===== config.mk =====
export PLATFORM = sky130hd
export DESIGN_NAME = wasca_pwm_leds
export DESIGN_NICKNAME = d
export VERILOG_FILES = /design/src/rtl/wasca_pwm_leds_pkg.sv /design/src/rtl/wasca_led_pwm_gen.sv /design/src/rtl/wasca_pwm_leds.sv
export SDC_FILE = /design/constraint.sdc
export NUM_CORES = 1
export LEC_CHECK = 0
export BUFFER_PORTS_ARGS = -buffer_cell sky130_fd_sc_hd__buf_2
export CAP_MARGIN = 40
export CORE_MARGIN = 2
export CORE_UTILIZATION = 55
export CTS_BUF_LIST = sky130_fd_sc_hd__clkbuf_4 sky130_fd_sc_hd__clkbuf_8 sky130_fd_sc_hd__clkbuf_16
export DETAILED_ROUTE_END_ITERATION = 6
export GPL_TIMING_DRIVEN = 0
export HOLD_SLACK_MARGIN = 0.03
export PLACE_DENSITY_LB_ADDON = 0.1
export SETUP_SLACK_MARGIN = 0.4
export SLEW_MARGIN = 20
export SYNTH_ARGS = -nofsm -noshare
export SYNTH_HDL_FRONTEND = slang
export SYNTH_SLANG_ARGS = --single-unit

===== constraint.sdc =====
create_clock -name clk -period 5.9 [get_ports clk]
set_input_delay 0.59 -clock clk [delete_from_list [all_inputs] [get_ports clk]]
set_output_delay 0.59 -clock clk [all_outputs]
set_load 0.05 [all_outputs]

===== src/rtl/wasca_pwm_leds_pkg.sv =====
// ---------------------------------------------------------------------------
// wasca_pwm_leds_pkg
// Shared definitions for the WASCA PWM LED block.
//   - Avalon-MM word addresses of the register map
//   - Default values for the block parameters
// ---------------------------------------------------------------------------
package wasca_pwm_leds_pkg;

    // Register map (word addresses on the 3-bit Avalon-MM address bus)
    localparam logic [2:0] ADDR_DATA   = 3'd0;  // RW  LED on/off pattern
    localparam logic [2:0] ADDR_SET    = 3'd1;  // WO  write-1-to-set DATA
    localparam logic [2:0] ADDR_CLEAR  = 3'd2;  // WO  write-1-to-clear DATA
    localparam logic [2:0] ADDR_MODE   = 3'd3;  // RW  per channel: 0 steady, 1 blink
    localparam logic [2:0] ADDR_PERIOD = 3'd4;  // RW  blink half-period in ticks
    localparam logic [2:0] ADDR_DUTY   = 3'd5;  // RW  global PWM brightness

    // Default parameter values
    localparam int DEF_NUM_LEDS = 5;
    localparam int DEF_PWM_BITS = 8;
    localparam int DEF_PRESCALE = 50000;

    // Width of the PERIOD register
    localparam int PERIOD_BITS = 16;

endpackage : wasca_pwm_leds_pkg


===== src/rtl/wasca_led_pwm_gen.sv =====
// ---------------------------------------------------------------------------
// wasca_led_pwm_gen
// Timing generator shared by all LED channels.
//   - Prescaler: counts 0..PRESCALE-1, tick is high while it sits at the top.
//   - Blink counter / phase: phase toggles every PERIOD ticks; PERIOD=0 holds
//     phase at 1.
//   - PWM counter: free-running; pwm_on compares it against DUTY.
// Ports:
//   clk        in   clock
//   reset_n    in   asynchronous active-low reset
//   period     in   current PERIOD register value
//   period_wr  in   PERIOD is being written this cycle (restart blink timing)
//   duty       in   current DUTY register value
//   tick       out  one-cycle blink tick
//   phase      out  blink phase (1 = lit half)
//   pwm_on     out  PWM gate for this cycle
// ---------------------------------------------------------------------------
module wasca_led_pwm_gen
    import wasca_pwm_leds_pkg::*;
#(
    parameter int PWM_BITS = DEF_PWM_BITS,
    parameter int PRESCALE = DEF_PRESCALE
) (
    input  logic                   clk,
    input  logic                   reset_n,
    input  logic [PERIOD_BITS-1:0] period,
    input  logic                   period_wr,
    input  logic [PWM_BITS-1:0]    duty,
    output logic                   tick,
    output logic                   phase,
    output logic                   pwm_on
);

    localparam int PS_W = (PRESCALE > 2) ? $clog2(PRESCALE) : 1;

    logic [PS_W-1:0]        presc_q, presc_d;
    logic [PERIOD_BITS-1:0] blink_q, blink_d;
    logic                   phase_q, phase_d;
    logic [PWM_BITS-1:0]    pwm_cnt_q;

    assign tick   = (presc_q == PS_W'(PRESCALE - 1));
    assign phase  = phase_q;
    // All-ones duty means fully on; otherwise a strict compare gives
    // duty/2^PWM_BITS on-time and duty=0 never lights.
    assign pwm_on = (&duty) | (pwm_cnt_q < duty);

    always_comb begin
        presc_d = tick ? '0 : presc_q + PS_W'(1);
        blink_d = blink_q;
        phase_d = phase_q;
        if (period == '0) begin
            blink_d = '0;
            phase_d = 1'b1;
        end else if (tick) begin
            if (blink_q == period - PERIOD_BITS'(1)) begin
                blink_d = '0;
                phase_d = ~phase_q;
            end else begin
                blink_d = blink_q + PERIOD_BITS'(1);
            end
        end
        // A new period restarts blinking from the lit half right away.
        if (period_wr) begin
            presc_d = '0;
            blink_d = '0;
            phase_d = 1'b1;
        end
    end

    always_ff @(posedge clk or negedge reset_n) begin
        if (!reset_n) begin
            presc_q   <= '0;
            blink_q   <= '0;
            phase_q   <= 1'b1;
            pwm_cnt_q <= '0;
        end else begin
            presc_q   <= presc_d;
            blink_q   <= blink_d;
            phase_q   <= phase_d;
            pwm_cnt_q <= pwm_cnt_q + PWM_BITS'(1);
        end
    end

endmodule : wasca_led_pwm_gen


===== src/rtl/wasca_pwm_leds.sv =====
// ---------------------------------------------------------------------------
// wasca_pwm_leds
// Avalon-MM LED controller with per-channel blink and global PWM dimming.
// Ports:
//   clk         in   clock
//   reset_n     in   asynchronous active-low reset
//   address     in   word address (DATA, SET, CLEAR, MODE, PERIOD, DUTY)
//   chipselect  in   slave select
//   write_n     in   write strobe, active-low
//   writedata   in   write data
//   readdata    out  read data, combinational from address, unused bits 0
//   out_port    out  registered LED drive, 1 = lit
// ---------------------------------------------------------------------------
module wasca_pwm_leds
    import wasca_pwm_leds_pkg::*;
#(
    parameter int NUM_LEDS = DEF_NUM_LEDS,
    parameter int PWM_BITS = DEF_PWM_BITS,
    parameter int PRESCALE = DEF_PRESCALE
) (
    input  logic                clk,
    input  logic                reset_n,
    input  logic [2:0]          address,
    input  logic                chipselect,
    input  logic                write_n,
    input  logic [31:0]         writedata,
    output logic [31:0]         readdata,
    output logic [NUM_LEDS-1:0] out_port
);

    logic [NUM_LEDS-1:0]    data_q, data_d;
    logic [NUM_LEDS-1:0]    mode_q, mode_d;
    logic [PERIOD_BITS-1:0] period_q, period_d;
    logic [PWM_BITS-1:0]    duty_q, duty_d;
    logic [NUM_LEDS-1:0]    out_q, out_d;

    logic wr_en;
    logic period_wr;
    logic phase;
    logic pwm_on;
    logic unused_tick;
    logic unused_wdata;

    assign wr_en     = chipselect & ~write_n;
    assign period_wr = wr_en && (address == ADDR_PERIOD);

    // No register is wider than 16 bits.
    assign unused_wdata = &{1'b0, writedata[31:16]};

    wasca_led_pwm_gen #(
        .PWM_BITS (PWM_BITS),
        .PRESCALE (PRESCALE)
    ) u_gen (
        .clk       (clk),
        .reset_n   (reset_n),
        .period    (period_q),
        .period_wr (period_wr),
        .duty      (duty_q),
        .tick      (unused_tick),
        .phase     (phase),
        .pwm_on    (pwm_on)
    );

    // Register write decode
    always_comb begin
        data_d   = data_q;
        mode_d   = mode_q;
        period_d = period_q;
        duty_d   = duty_q;
        if (wr_en) begin
            case (address)
                ADDR_DATA:   data_d   = writedata[NUM_LEDS-1:0];
                ADDR_SET:    data_d   = data_q | writedata[NUM_LEDS-1:0];
                ADDR_CLEAR:  data_d   = data_q & ~writedata[NUM_LEDS-1:0];
                ADDR_MODE:   mode_d   = writedata[NUM_LEDS-1:0];
                ADDR_PERIOD: period_d = writedata[PERIOD_BITS-1:0];
                ADDR_DUTY:   duty_d   = writedata[PWM_BITS-1:0];
                default: ;
            endcase
        end
    end

    // Blink channels are gated by the shared phase; everything by PWM.
    assign out_d = data_q & (~mode_q | {NUM_LEDS{phase}}) & {NUM_LEDS{pwm_on}};

    always_ff @(posedge clk or negedge reset_n) begin
        if (!reset_n) begin
            data_q   <= '0;
            mode_q   <= '0;
            period_q <= '0;
            duty_q   <= '1;
            out_q    <= '0;
        end else begin
            data_q   <= data_d;
            mode_q   <= mode_d;
            period_q <= period_d;
            duty_q   <= duty_d;
            out_q    <= out_d;
        end
    end

    assign out_port = out_q;

    // Zero-wait-state read mux
    always_comb begin
        readdata = '0;
        case (address)
            ADDR_DATA:   readdata[NUM_LEDS-1:0]    = data_q;
            ADDR_MODE:   readdata[NUM_LEDS-1:0]    = mode_q;
            ADDR_PERIOD: readdata[PERIOD_BITS-1:0] = period_q;
            ADDR_DUTY:   readdata[PWM_BITS-1:0]    = duty_q;
            default:     readdata = '0;
        endcase
    end

endmodule : wasca_pwm_leds


==> results.tsv <==
metric	value	unit
status	finished clean	
Slew HR	0.449	
Cell Count Post-Placement	663	
initial DRC count	189	
Tot Pwr	1.61	mW
design area	5420	um2
Tmin final	3.07	ns
Crit Path Max Fanout	10	
Root Buffer	clkbuf_8	
Layout Skew	0.00904	ns
Port Buf Inserts	42	
Row Count	33	
ranking of synthesized cells by area	dfrtp_1 37%, mux2_2 7.6%, dfstp_2 5.0%	
area post-placement	5200	um2
GRT overflow	0	
postcts setup bufs	0	
Vias/cell	5.76	
Gate Count Post-Synth	500	
WL/cell	15.4	um
CTS tree	done	
IO Count	76	
initial core utilization	0.574	
Leak	2.50	nW
CP startpoint kind	register	
CTS clk-pin slew, worst paths	0.08	ns
share of cells above drive strength 1	0.225	
Final Hold Vio Count	0	
total die area	9420	um2
Synth async-reset ratio	1.00	
CORE AREA	8300	um2
max-cap viol count	0	
area delta synth->final	13.9	%
max-slew violations	0	
antenna violations before repair	0	
Clock Path Buffers	2	
Clock Latency Late Sink	0.35	ns
Achievable Freq	0.326	GHz
# clock sinks	80	
final setup fails	0	
Slew @ Worst Pin	0.817	ns
CTS Hold Bufs	0	
Main synth FF type	dfrtp_1	
Synth top cells by count	71 x dfrtp_1, 44 x nand3_1, 37 x nor2_1	
GP Congestion	0.912	
vias in the first global route	3790	
TritonCTS Buffers	9	
Tot GR Track Use	0.232	
DR DRC count	0	
synth warn	0	
setup tns final	0	ns
H-tree Lvls	3	
Pwr Density	297	nW/um2
Non-Filler Instances	679	
Crit Path Class	register to register	
ANT cells	0	
drt first pass iters	4	
sequential-to-total area share from yosys stat	0.423	
die height	97.0	um
final hold slack	0.148	ns
Yosys reg bits	80	
setup repair after global routing missed its margin	false	
largest net degree at the start of global routing	53	
Final Net Count	619	
post-route antenna net violation count	0	
EDFF count, synth	0	
first-pass GRT wire length	17900	um
period utilization	0.520	
Yosys top cell by area	dfrtp_1	
cell with the most instances after synthesis	dfrtp_1	
post-CTS resize count	0	
worst vdd ir	0.207	mV
Hold Crit Class	input pin to asynchronous set/reset pin	
Post-Route WL	10400	um
arrival time at the worst endpoint	3.30	ns
DIE WIDTH	97.0	um
DP HPWL	7940	um
synthesized area	4760	um2
Fillers	669	
CP required	6.13	ns
via count	3912	
post-synth cell types	62	
syn_area_per_cell	9.52	um2
post-synth top area share	0.373	
nature of the critical path endpoint	register	
==> worst max-delay path, cell delays in order, from the launching register on <==
cell and delay, ns:
dfrtp_1 0.33, clkbuf_1 0.30, inv_1 0.11, ha_1 0.25, nor2b_1 0.14, clkbuf_1 0.18, a2111o_1 0.44, o2111ai_1 0.14
o22ai_1 0.12, or4_4 0.53, buf_2 0.21, o21ai_0 0.11, nand3_1 0.10
==> cell usage in the layout, fill, tap and decap left out, types with 3 or more instances in the layout <==
master     n
nor2_1    37
buf_4     17
dfstp_2    9
nor3b_1    3
and3_1    16
a21oi_1    8
buf_2     42
ha_1      11
nand4_1   14
nor3_1    15
xnor2_1   22
nand2b_1  11
inv_1     15
nor4_1     5
mux2_2    32
o211ai_1   3
nand2_1   27
nor2b_1    7
a21o_1     4
o21ai_0   21
xor2_1    16
dfrtp_1   71
mux2i_1    3
or4_1      3
clkbuf_8   9
nand3_1   44
clkbuf_1  19
and2_1    10
conb_1    16
a22oi_1    6
or3_1      5
a22o_1     5
==> final timing paths <==
check	slack, ns	endpoint	start	cells past startpoint
setup reg to reg	2.83	u_gen.blink_q[9]$_DFFE_PN0P_	period_q[0]$_DFFE_PN0P_	12
min in group clk	0.46	period_q[11]$_DFFE_PN0P_	writedata[11]	2
setup / recovery	2.83	u_gen.blink_q[9]$_DFFE_PN0P_	period_q[0]$_DFFE_PN0P_	12
max in group asynchronous	5.12	duty_q[2]$_DFFE_PN1P_	reset_n	2
hold reg to reg	0.46	u_gen.presc_q[0]$_DFF_PN0_	u_gen.presc_q[0]$_DFF_PN0_	1
hold / removal	0.15	period_q[9]$_DFFE_PN0P_	reset_n	1
==> cells by family (layout without fill, tap and decap cells) <==
kind of cell               count (synthesis)  in the layout  share of synthesized area
buffers and inverters                     56            115                     0.0604
AOI/OAI and AO/OA                         71             71                      0.102
xor gates and xnor gates                  38             38                     0.0699
DFF                                       80             80                      0.423
and+or+nand+nor                          208            208                      0.233
other                                      1             16                   0.000788
muxes                                     35             35                     0.0820
adders and majority gates                 11             11                     0.0289
==> stage by stage <==
step	worst slack [ns]	utilization
detailed placement	2.87	0.626
global placement	2.75	0.622
CTS	2.86	0.653
floorplan	2.85	-
finish	2.83	0.653
global route	2.59	0.653
==> per-layer routing <==
layer  up-vias  track usage  wire length, um
li1       1893            -                -
met1      1911        0.320             4870
met2        90        0.368             4920
met3        18       0.0397              464
met4         0       0.0867              176
met5         -            0                0
==> where the power goes <==
part	leakage, nW	total (mW)	internal, mW	switching [mW]
Combinational	1.39	0.429	0.177	0.252
Clock	0.107	0.452	0.245	0.207
Sequential	1.01	0.730	0.643	0.0870
==> final cells by class <==
cell class,count,area (um2),area share
buffer,40,228,0.0420
clock buffer,10,131,0.0242
clock inverter,6,92.6,0.0171
inverter,16,60.1,0.0111
multi-input combinational,379,2520,0.466
sequential,80,2010,0.371
tap,105,131,0.0242
timing repair buffer,43,240,0.0443
==> state kept, by name (all words and copies together), names as in the netlist <==
signal / flops
u_gen.blink_q: 16
u_gen.phase: 1
out_port: 5
u_gen.presc_q: 16
period_q: 16
data_q: 5
mode_q: 5
u_gen.pwm_cnt_q: 8
duty_q: 8
Note: power is estimated with default switching activity, not from simulation.
